<file path="config.mk">
export PLATFORM = sky130hd
export DESIGN_NAME = accum_seq_ctrl
export DESIGN_NICKNAME = d
export VERILOG_FILES = /design/src/rtl/accum_seq_pkg.sv /design/src/rtl/accum_step.sv /design/src/rtl/accum_seq_ctrl.sv
export SDC_FILE = /design/constraint.sdc
export NUM_CORES = 1
export LEC_CHECK = 0
export ABC_CLOCK_PERIOD_IN_PS = 3500
export CAP_MARGIN = 20
export CORE_ASPECT_RATIO = 0.5
export CORE_MARGIN = 3
export CORE_UTILIZATION = 45
export CTS_BUF_LIST = sky130_fd_sc_hd__clkbuf_4 sky130_fd_sc_hd__clkbuf_8
export DETAILED_ROUTE_END_ITERATION = 7
export GPL_TIMING_DRIVEN = 0
export PLACE_DENSITY_LB_ADDON = 0.25
export SYNTH_ARGS = -nofsm -noshare
export SYNTH_HDL_FRONTEND = slang
export SYNTH_SLANG_ARGS = --single-unit
</file>
<file path="constraint.sdc">
create_clock -name i_clk -period 3.5 [get_ports i_clk]
set_input_delay 0.7 -clock i_clk [delete_from_list [all_inputs] [get_ports i_clk]]
set_output_delay 0.7 -clock i_clk [all_outputs]
set_load 0.03 [all_outputs]
</file>
<file path="src/rtl/accum_seq_pkg.sv">
// Shared types and constants for the accumulate/step sequencer.
package accum_seq_pkg;

  // Default datapath width for x, y, limit and step counters
  localparam int W_DEF = 8;

  // Termination reason codes reported on o_reason
  localparam logic REASON_LIMIT  = 1'b0;
  localparam logic REASON_BUDGET = 1'b1;

  // Sequencer states
  typedef enum logic [1:0] {
    S_IDLE = 2'd0,
    S_LOAD = 2'd1,
    S_RUN  = 2'd2,
    S_DONE = 2'd3
  } state_t;

endpackage

</file>
<file path="src/rtl/accum_step.sv">
// x/y datapath: holds the two registers and performs one step
// x <= x + y (low W bits), y <= x, exposing the carry out of the adder.
module accum_step
  import accum_seq_pkg::*;
#(
  parameter int W = W_DEF
) (
  input  logic         i_clk,
  input  logic         i_rst_n,
  input  logic         i_load,
  input  logic         i_step,
  input  logic [W-1:0] i_init_x,
  input  logic [W-1:0] i_init_y,
  output logic [W-1:0] o_x,
  output logic [W-1:0] o_y,
  output logic         o_carry
);

  logic [W-1:0] r_x;
  logic [W-1:0] r_y;
  logic [W:0]   w_sum;

  // One bit wider than the operands so bit W is the carry
  assign w_sum   = {1'b0, r_x} + {1'b0, r_y};
  assign o_carry = w_sum[W];
  assign o_x     = r_x;
  assign o_y     = r_y;

  // Seed on load, advance on step, otherwise hold (abort freezes values)
  always_ff @(posedge i_clk or negedge i_rst_n) begin
    if (!i_rst_n) begin
      r_x <= W'(1);
      r_y <= W'(1);
    end else if (i_load) begin
      r_x <= i_init_x;
      r_y <= i_init_y;
    end else if (i_step) begin
      r_x <= w_sum[W-1:0];
      r_y <= r_x;
    end
  end

endmodule

</file>
<file path="src/rtl/accum_seq_ctrl.sv">
// Sequencer top: FSM, step counter, limit/budget latches and result flags
// around the accum_step datapath.
module accum_seq_ctrl
  import accum_seq_pkg::*;
#(
  parameter int W = W_DEF
) (
  input  logic         i_clk,
  input  logic         i_rst_n,
  input  logic         i_start,
  input  logic         i_abort,
  input  logic [W-1:0] i_init_x,
  input  logic [W-1:0] i_init_y,
  input  logic [W-1:0] i_limit,
  input  logic [W-1:0] i_max_steps,
  output logic         o_busy,
  output logic         o_done,
  output logic [W-1:0] o_x_out,
  output logic [W-1:0] o_y_out,
  output logic [W-1:0] o_steps,
  output logic         o_reason,
  output logic         o_ovf
);

  state_t       r_state;
  state_t       w_next;
  logic [W-1:0] r_limit;
  logic [W-1:0] r_max;
  logic [W-1:0] r_steps;
  logic         r_reason;
  logic         r_ovf;

  logic         w_load;
  logic         w_step;
  logic         w_set_budget;
  logic         w_carry;
  logic         w_at_limit;
  logic         w_at_budget;
  logic [W-1:0] w_x;
  logic [W-1:0] w_y;

  accum_step #(.W(W)) u_step (
    .i_clk    (i_clk),
    .i_rst_n  (i_rst_n),
    .i_load   (w_load),
    .i_step   (w_step),
    .i_init_x (i_init_x),
    .i_init_y (i_init_y),
    .o_x      (w_x),
    .o_y      (w_y),
    .o_carry  (w_carry)
  );

  assign w_at_limit  = (w_x >= r_limit);
  assign w_at_budget = (r_steps == r_max);

  // State register
  always_ff @(posedge i_clk or negedge i_rst_n) begin
    if (!i_rst_n) r_state <= S_IDLE;
    else          r_state <= w_next;
  end

  // Next-state: abort outranks everything; limit is checked before budget
  always_comb begin
    w_next = r_state;
    unique case (r_state)
      S_IDLE: if (i_start && !i_abort) w_next = S_LOAD;
      S_LOAD: w_next = i_abort ? S_IDLE : S_RUN;
      S_RUN: begin
        if (i_abort)                        w_next = S_IDLE;
        else if (w_at_limit || w_at_budget) w_next = S_DONE;
      end
      S_DONE: w_next = S_IDLE;
      default: w_next = S_IDLE;
    endcase
  end

  // Outputs and datapath strobes decoded from the current state
  always_comb begin
    w_load       = 1'b0;
    w_step       = 1'b0;
    w_set_budget = 1'b0;
    o_busy       = 1'b0;
    o_done       = 1'b0;
    unique case (r_state)
      S_LOAD: begin
        o_busy = 1'b1;
        w_load = !i_abort;
      end
      S_RUN: begin
        o_busy = 1'b1;
        if (!i_abort && !w_at_limit) begin
          if (w_at_budget) w_set_budget = 1'b1;
          else             w_step       = 1'b1;
        end
      end
      S_DONE: begin
        o_busy = 1'b1;
        o_done = 1'b1;
      end
      default: ;
    endcase
  end

  // Step counter and sticky result flags; cleared on load, held otherwise
  always_ff @(posedge i_clk or negedge i_rst_n) begin
    if (!i_rst_n) begin
      r_steps  <= '0;
      r_reason <= REASON_LIMIT;
      r_ovf    <= 1'b0;
    end else if (w_load) begin
      r_steps  <= '0;
      r_reason <= REASON_LIMIT;
      r_ovf    <= 1'b0;
    end else begin
      if (w_step) begin
        r_steps <= r_steps + W'(1);
        r_ovf   <= r_ovf | w_carry;
      end
      if (w_set_budget) r_reason <= REASON_BUDGET;
    end
  end

  // Run parameters are only meaningful after a load, so they need no reset
  always_ff @(posedge i_clk) begin
    if (w_load) begin
      r_limit <= i_limit;
      r_max   <= i_max_steps;
    end
  end

  assign o_x_out  = w_x;
  assign o_y_out  = w_y;
  assign o_steps  = r_steps;
  assign o_reason = r_reason;
  assign o_ovf    = r_ovf;

endmodule
</file>
# Word-level counts from Yosys, hierarchy flattened

Index checks and enable logic that the tools add are counted.

Register bits: 44
Input bits: 36
Output and inout port bits: 28
Word-level logic and storage cells: 52

Add/subtract/negate cells: 2
Magnitude comparators: 1
Eq/ne operators: 6
Multiplexer cells: 24
Bitwise gates (word level): 1
Reductions and logical operators: 10

Operators by type and width:

| operator                                            | number |
|---|---|
| 2-to-1 mux 8 bit                                    | 6 |
| 2-to-1 mux 1 bit                                    | 13 |
| adder 8 x 8 -> 9 bit                                | 1 |
| adder 8 x 1 -> 8 bit, second input constant         | 1 |
| equality test 8 bit                                 | 1 |
| >= comparator 8 bit                                 | 1 |
| 2-to-1 mux 2 bit                                    | 4 |
| one-hot mux 2 bit (4 select lines)                  | 1 |
| equality test 2 bit, second input constant          | 2 |
| nonzero test 2 bit                                  | 2 |
| inequality test 3 bit, second input constant        | 1 |
| OR reduction 3 bit                                  | 1 |
| equality test 2 x 1 -> 1 bit, second input constant | 1 |
| logical AND 1 bit                                   | 2 |
| zero test 1 bit                                     | 2 |
| zero test 2 bit                                     | 1 |
| inequality test 2 bit, second input constant        | 1 |
| AND reduction 2 bit                                 | 1 |
| logical OR 1 bit                                    | 1 |
| bitwise OR 1 bit                                    | 1 |

# Longest topological paths before layout

Word-level depth: 7
Gate-level depth with buffers: 8
Gate-level depth less buffers: 7

# Modules after synthesis

A second synthesis with hierarchy kept.

Cells, all modules: 226
Area, all modules: 2499.9 um2

By module, submodules not included:

| module         | times used | cells each | area each (um2) | sequential area each (um2) |
|---|---|---|---|---|
| accum_seq_ctrl | 1          | 114        | 1428.9          | 780.7 |
| accum_step     | 1          | 112        | 1071.0          | 402.9 |

# Least setup slack after synthesis

No wires, ideal clock.

Path type: register to register
From: register u_step.r_x[0] (netlist: u_step.o_x[0])
To: register u_step.r_x[2] (netlist: u_step.o_x[2])
Library setup time: 0.126 ns
Arrival: 2.355 ns
Required time: 3.374 ns
Slack: 1.019 ns
Stages on the path, launching flop included: 9
Buffers on the path: 1
Clock period less this slack: 2.481 ns
Path through: dfstp_2 inv_1 ha_1 nand2b_1 a2111oi_1 o31a_2 a21oi_2 buf_2 a221o_1

Longest elaborated chain between the ends: 6
Elaborated cells on any way between the ends: 9
Classes of those cells: add/sub (1); order compare (1); mux (4); reduce/logical (3)

RTL lines:

| element                      | line                 | text |
|---|---|---|
| start, declared              | accum_step.sv:19     | `logic [W-1:0] r_x;` |
| start signal, assigned       | accum_step.sv:35     | `r_x <= i_init_x;` |
| start signal, assigned       | accum_step.sv:38     | `r_x <= w_sum[W-1:0];` |
| >= comparator 8 bit          | accum_seq_ctrl.sv:54 | `assign w_at_limit = (w_x >= r_limit);` |
| zero test 1 bit              | accum_seq_ctrl.sv:92 | `if (!i_abort && !w_at_limit) begin` |
| logical AND 1 bit            | accum_seq_ctrl.sv:92 |  |
| 2-to-1 mux 1 bit             | accum_seq_ctrl.sv:92 |  |
| 2-to-1 mux 1 bit             | accum_seq_ctrl.sv:85 | `unique case (r_state)` |
| nonzero test 2 bit (no line) | n/a                  |  |

Several ways; a longest one is shown, not always the timed one. The select of a mux whose other input is x is not followed.
A chain may end at the register's enable or synchronous reset.

# Worst setup path in the final report

From: input i_abort
To: register r_max[5], enable pin

Longest elaborated chain between the ends: 2

RTL lines:

| element                 | line                  | text |
|---|---|---|
| start, declared         | accum_seq_ctrl.sv:11  | `input logic i_abort,` |
| zero test 1 bit         | accum_seq_ctrl.sv:88  | `w_load = !i_abort;` |
| 2-to-1 mux 1 bit        | accum_seq_ctrl.sv:85  |  |
| named net u_step.i_load | accum_step.sv:10      | `input logic i_load,` |
| end signal, assigned    | accum_seq_ctrl.sv:128 | `r_max <= i_max_steps;` |
| end, declared           | accum_seq_ctrl.sv:28  | `logic [W-1:0] r_max;` |

The timed path passes the listed nets, and every way through them passes these cells.

==> results.sh <==
export IMPL_core_area_mm2=0.00504
export IMPL_drc_errors=0
export IMPL_totalWireLength_um=5800
export IMPL_grt_max_degree=17
export IMPL_min_from="o_reason$_DFFE_PN0P_"
export IMPL_first_iter_violations=124
export IMPL_start_util=0.476
export IMPL_grt_pass1_vias=1942
export IMPL_grt_usage=0.202
export IMPL_max_slew_margin=0.463
export IMPL_dieArea_mm2=0.00630
export IMPL_timing_rr_start="u_step.o_x[0]$_DFFE_PN1P_"
export IMPL_ys_seq_elements=44
export IMPL_p_leak_nw=1.39
export IMPL_die_h_um=57.7
export IMPL_first_pass_iters=4
export IMPL_r2r_slack_ns=0.71
export IMPL_clk_pin_slew_ns=0.08
export IMPL_ios=64
export IMPL_num_rows=18
export IMPL_hp_class="flop to flop"
export IMPL_synth_area_mm2=0.00240
export IMPL_synthFlopType="dfrtp_1"
export IMPL_clockBufferDepth=2
export IMPL_grt_pass1_wl_um=9690
export IMPL_nNetsFinal=342
export IMPL_worstMarginPinSlew_ns=0.799
export IMPL_hold_path_end="o_reason$_DFFE_PN0P_"
export IMPL_hpwl_um=4380
export IMPL_p_sw_w=0.000967
export IMPL_cp_arrival_ns=2.86
export IMPL_drv_cap=0
export IMPL_drive_gt1_frac=0.0796
export IMPL_synth_edff_count=16
export IMPL_final_antenna_net_count=0
export IMPL_rsz0062_at_grt="no"
export IMPL_finClkSkew_ns=0.00869
export IMPL_async_flop_share=0.636
export IMPL_outcome="finished, final reports clean"
export IMPL_crit_path_end_kind="flop"
export IMPL_critPathRequiredTime_ns=3.51
export IMPL_finalWeightedCongestion=0.826
export IMPL_cts_sinks=44
export IMPL_syn_inst=216
export IMPL_syn_avg_cell_area_um2=11.1
export IMPL_cts_tree="yes"
export IMPL_finalSetupTns_ns=0
export IMPL_cts_root_buf="clkbuf_8"
export IMPL_cts_hold_buf=0
export IMPL_min_path_cells=2
export IMPL_vias_per_cell=5.42
export IMPL_powerDensity_mw_per_mm2=741
export IMPL_worstReg2RegEnd="o_steps[6]$_DFFE_PN0P_"
export IMPL_cts_buffers=5
export IMPL_setup_ws_ns=0.654
export IMPL_clkPwrFrac=0.162
export IMPL_synthesis_nets=270
export IMPL_finalSetupViolCount=0
export IMPL_place_ws_ns=0.340
export IMPL_yosysWarnings=0
export IMPL_port_buffer_count=63
export IMPL_final_period_utilization=0.813
export IMPL_hold_slack_ns=0.513
export IMPL_synth_seq_area_share=0.493
export IMPL_max_freq_ghz=0.351
export IMPL_cts_setup_buffers=0
export IMPL_startpoint="i_abort"
export IMPL_p_sw_frac=0.399
export IMPL_post_cts_resize_count=0
export IMPL_ys_types=46
export IMPL_min_period_ns=2.85
export IMPL_internal_power_w=0.00146
export IMPL_vias=1946
export IMPL_combinationalPowerShare=0.510
export IMPL_place_inst=351
export IMPL_wl_per_cell_um=16.2
export IMPL_num_antenna_cells=0
export IMPL_vdd_drop_max_uv=344
export IMPL_finalHoldViolations=0
export IMPL_seqPwrFrac=0.328
export IMPL_htree_levels=2
export IMPL_overflow=0
export IMPL_stdcell_count=359
export IMPL_die_w_um=109
export IMPL_drv_slew=0
export IMPL_area_growth_pct=36.3
export IMPL_critPathMaxFanout=14
export IMPL_reg2reg_depth=8
export IMPL_power_w=0.00242
export IMPL_cp_start_kind="input port"
export IMPL_grt_antenna_before_repair=0
export IMPL_worst_setup_path_type="input port to flop"
export IMPL_clkLatencyLatePin_ns=0.30
## metal layers
layer	track usage	up-vias	share of wire
li1	-	944	-
met1	0.281	936	0.47
met2	0.308	58	0.44
met3	0.0545	8	0.075
met4	0.0746	0	0.016
met5	0	-	0
## cell families after synthesis
logic type	share of synthesized area
simple gates	0.147
compound gates	0.159
flops	0.493
buf+inv	0.0386
fa+ha+maj	0.0969
xor+xnor	0.0474
mux	0.0172
## cells in the mapped netlist (all sizes together) (6+ instances only)
cell type  number  area, µm²
dfrtp          26        651
ha             17        213
edfxtp         16        480
inv            16       60.1
nor2           14       52.6
nand2          13       48.8
nand3          11       55.1
a221o          10        100
and2           10       62.6
xor2            8       70.1
a21oi           6       33.8
nor3            6       30.0
## cell type report
class,instances,area (µm²)
sequential,44,1180
tap,70,87.6
buffer,7,32.5
clock inverter,2,35.0
timing repair buffer,65,673
clock buffer,6,76.3
fill,414,1770
multi-input combinational,149,1120
inverter,16,60.1
## worst max-delay path, cell delays in order
cell	delay, ns
clkdlybuf4s50_1	0.45
or3b_1	0.36
clkbuf_1	0.23
inv_1	0.27
clkbuf_1	0.58
buf_8	0.25
## per-stage QoR
| step | area, µm² | utilization |
|---|---|---|
| 2_1_floorplan | 2400 | - |
| 3_3_place_gp | 3120 | 0.618 |
| 3_5_place_dp | 3160 | 0.627 |
| 4_1_cts | 3270 | 0.649 |
| 5_1_grt | 3270 | 0.649 |
| 6_report | 3270 | 0.649 |
## sequential cells by signal (all words and copies together), names as in the netlist
signal and cells:
o_steps 8, r_limit 8, r_max 8, u_step.o_x 8, u_step.o_y 8, r_state 2, o_ovf 1, o_reason 1
## how the worst max path moves through the flow
stage                                 to  slack [ns]  cells past startpoint
5_1_grt           o_steps[6]$_DFFE_PN0P_        0.50                      8
2_1_floorplan  u_step.o_x[2]$_DFFE_PN0P_        1.02                      8
3_5_place_dp          r_max[5]$_DFFE_PP_        0.34                      6
4_1_cts        u_step.o_x[7]$_DFFE_PN0P_        0.64                      8
6_report              r_max[5]$_DFFE_PP_        0.65                      6
3_3_place_gp   u_step.o_x[7]$_DFFE_PN0P_        0.04                      7
## power by group through the flow
stage	clock network (W)	logic (W)	registers, W
after floorplan	0	0.000643	0.000976
after CTS	0.000405	0.00124	0.000796
after global routing	0.000434	0.00136	0.000817
after detailed placement	0	0.00123	0.000806
final	0.000393	0.00124	0.000796
after global placement	0	0.00121	0.000801
## layout by cell type, fill, tap and decap left out, drive strengths merged, types with 6 or more instances in the layout
master         netlist  layout
buf                  4       6
ha                  17      17
clkdlybuf4s50        0      63
and2                10      10
a221o               10      10
edfxtp              16      16
dfrtp               26      26
a21oi                6       6
nand3               11      11
nor2                14      14
nand2               13      13
clkbuf               3       9
xor2                 8       8
inv                 16      16
nor3                 6       6
Power figures use the tool's default switching activity.
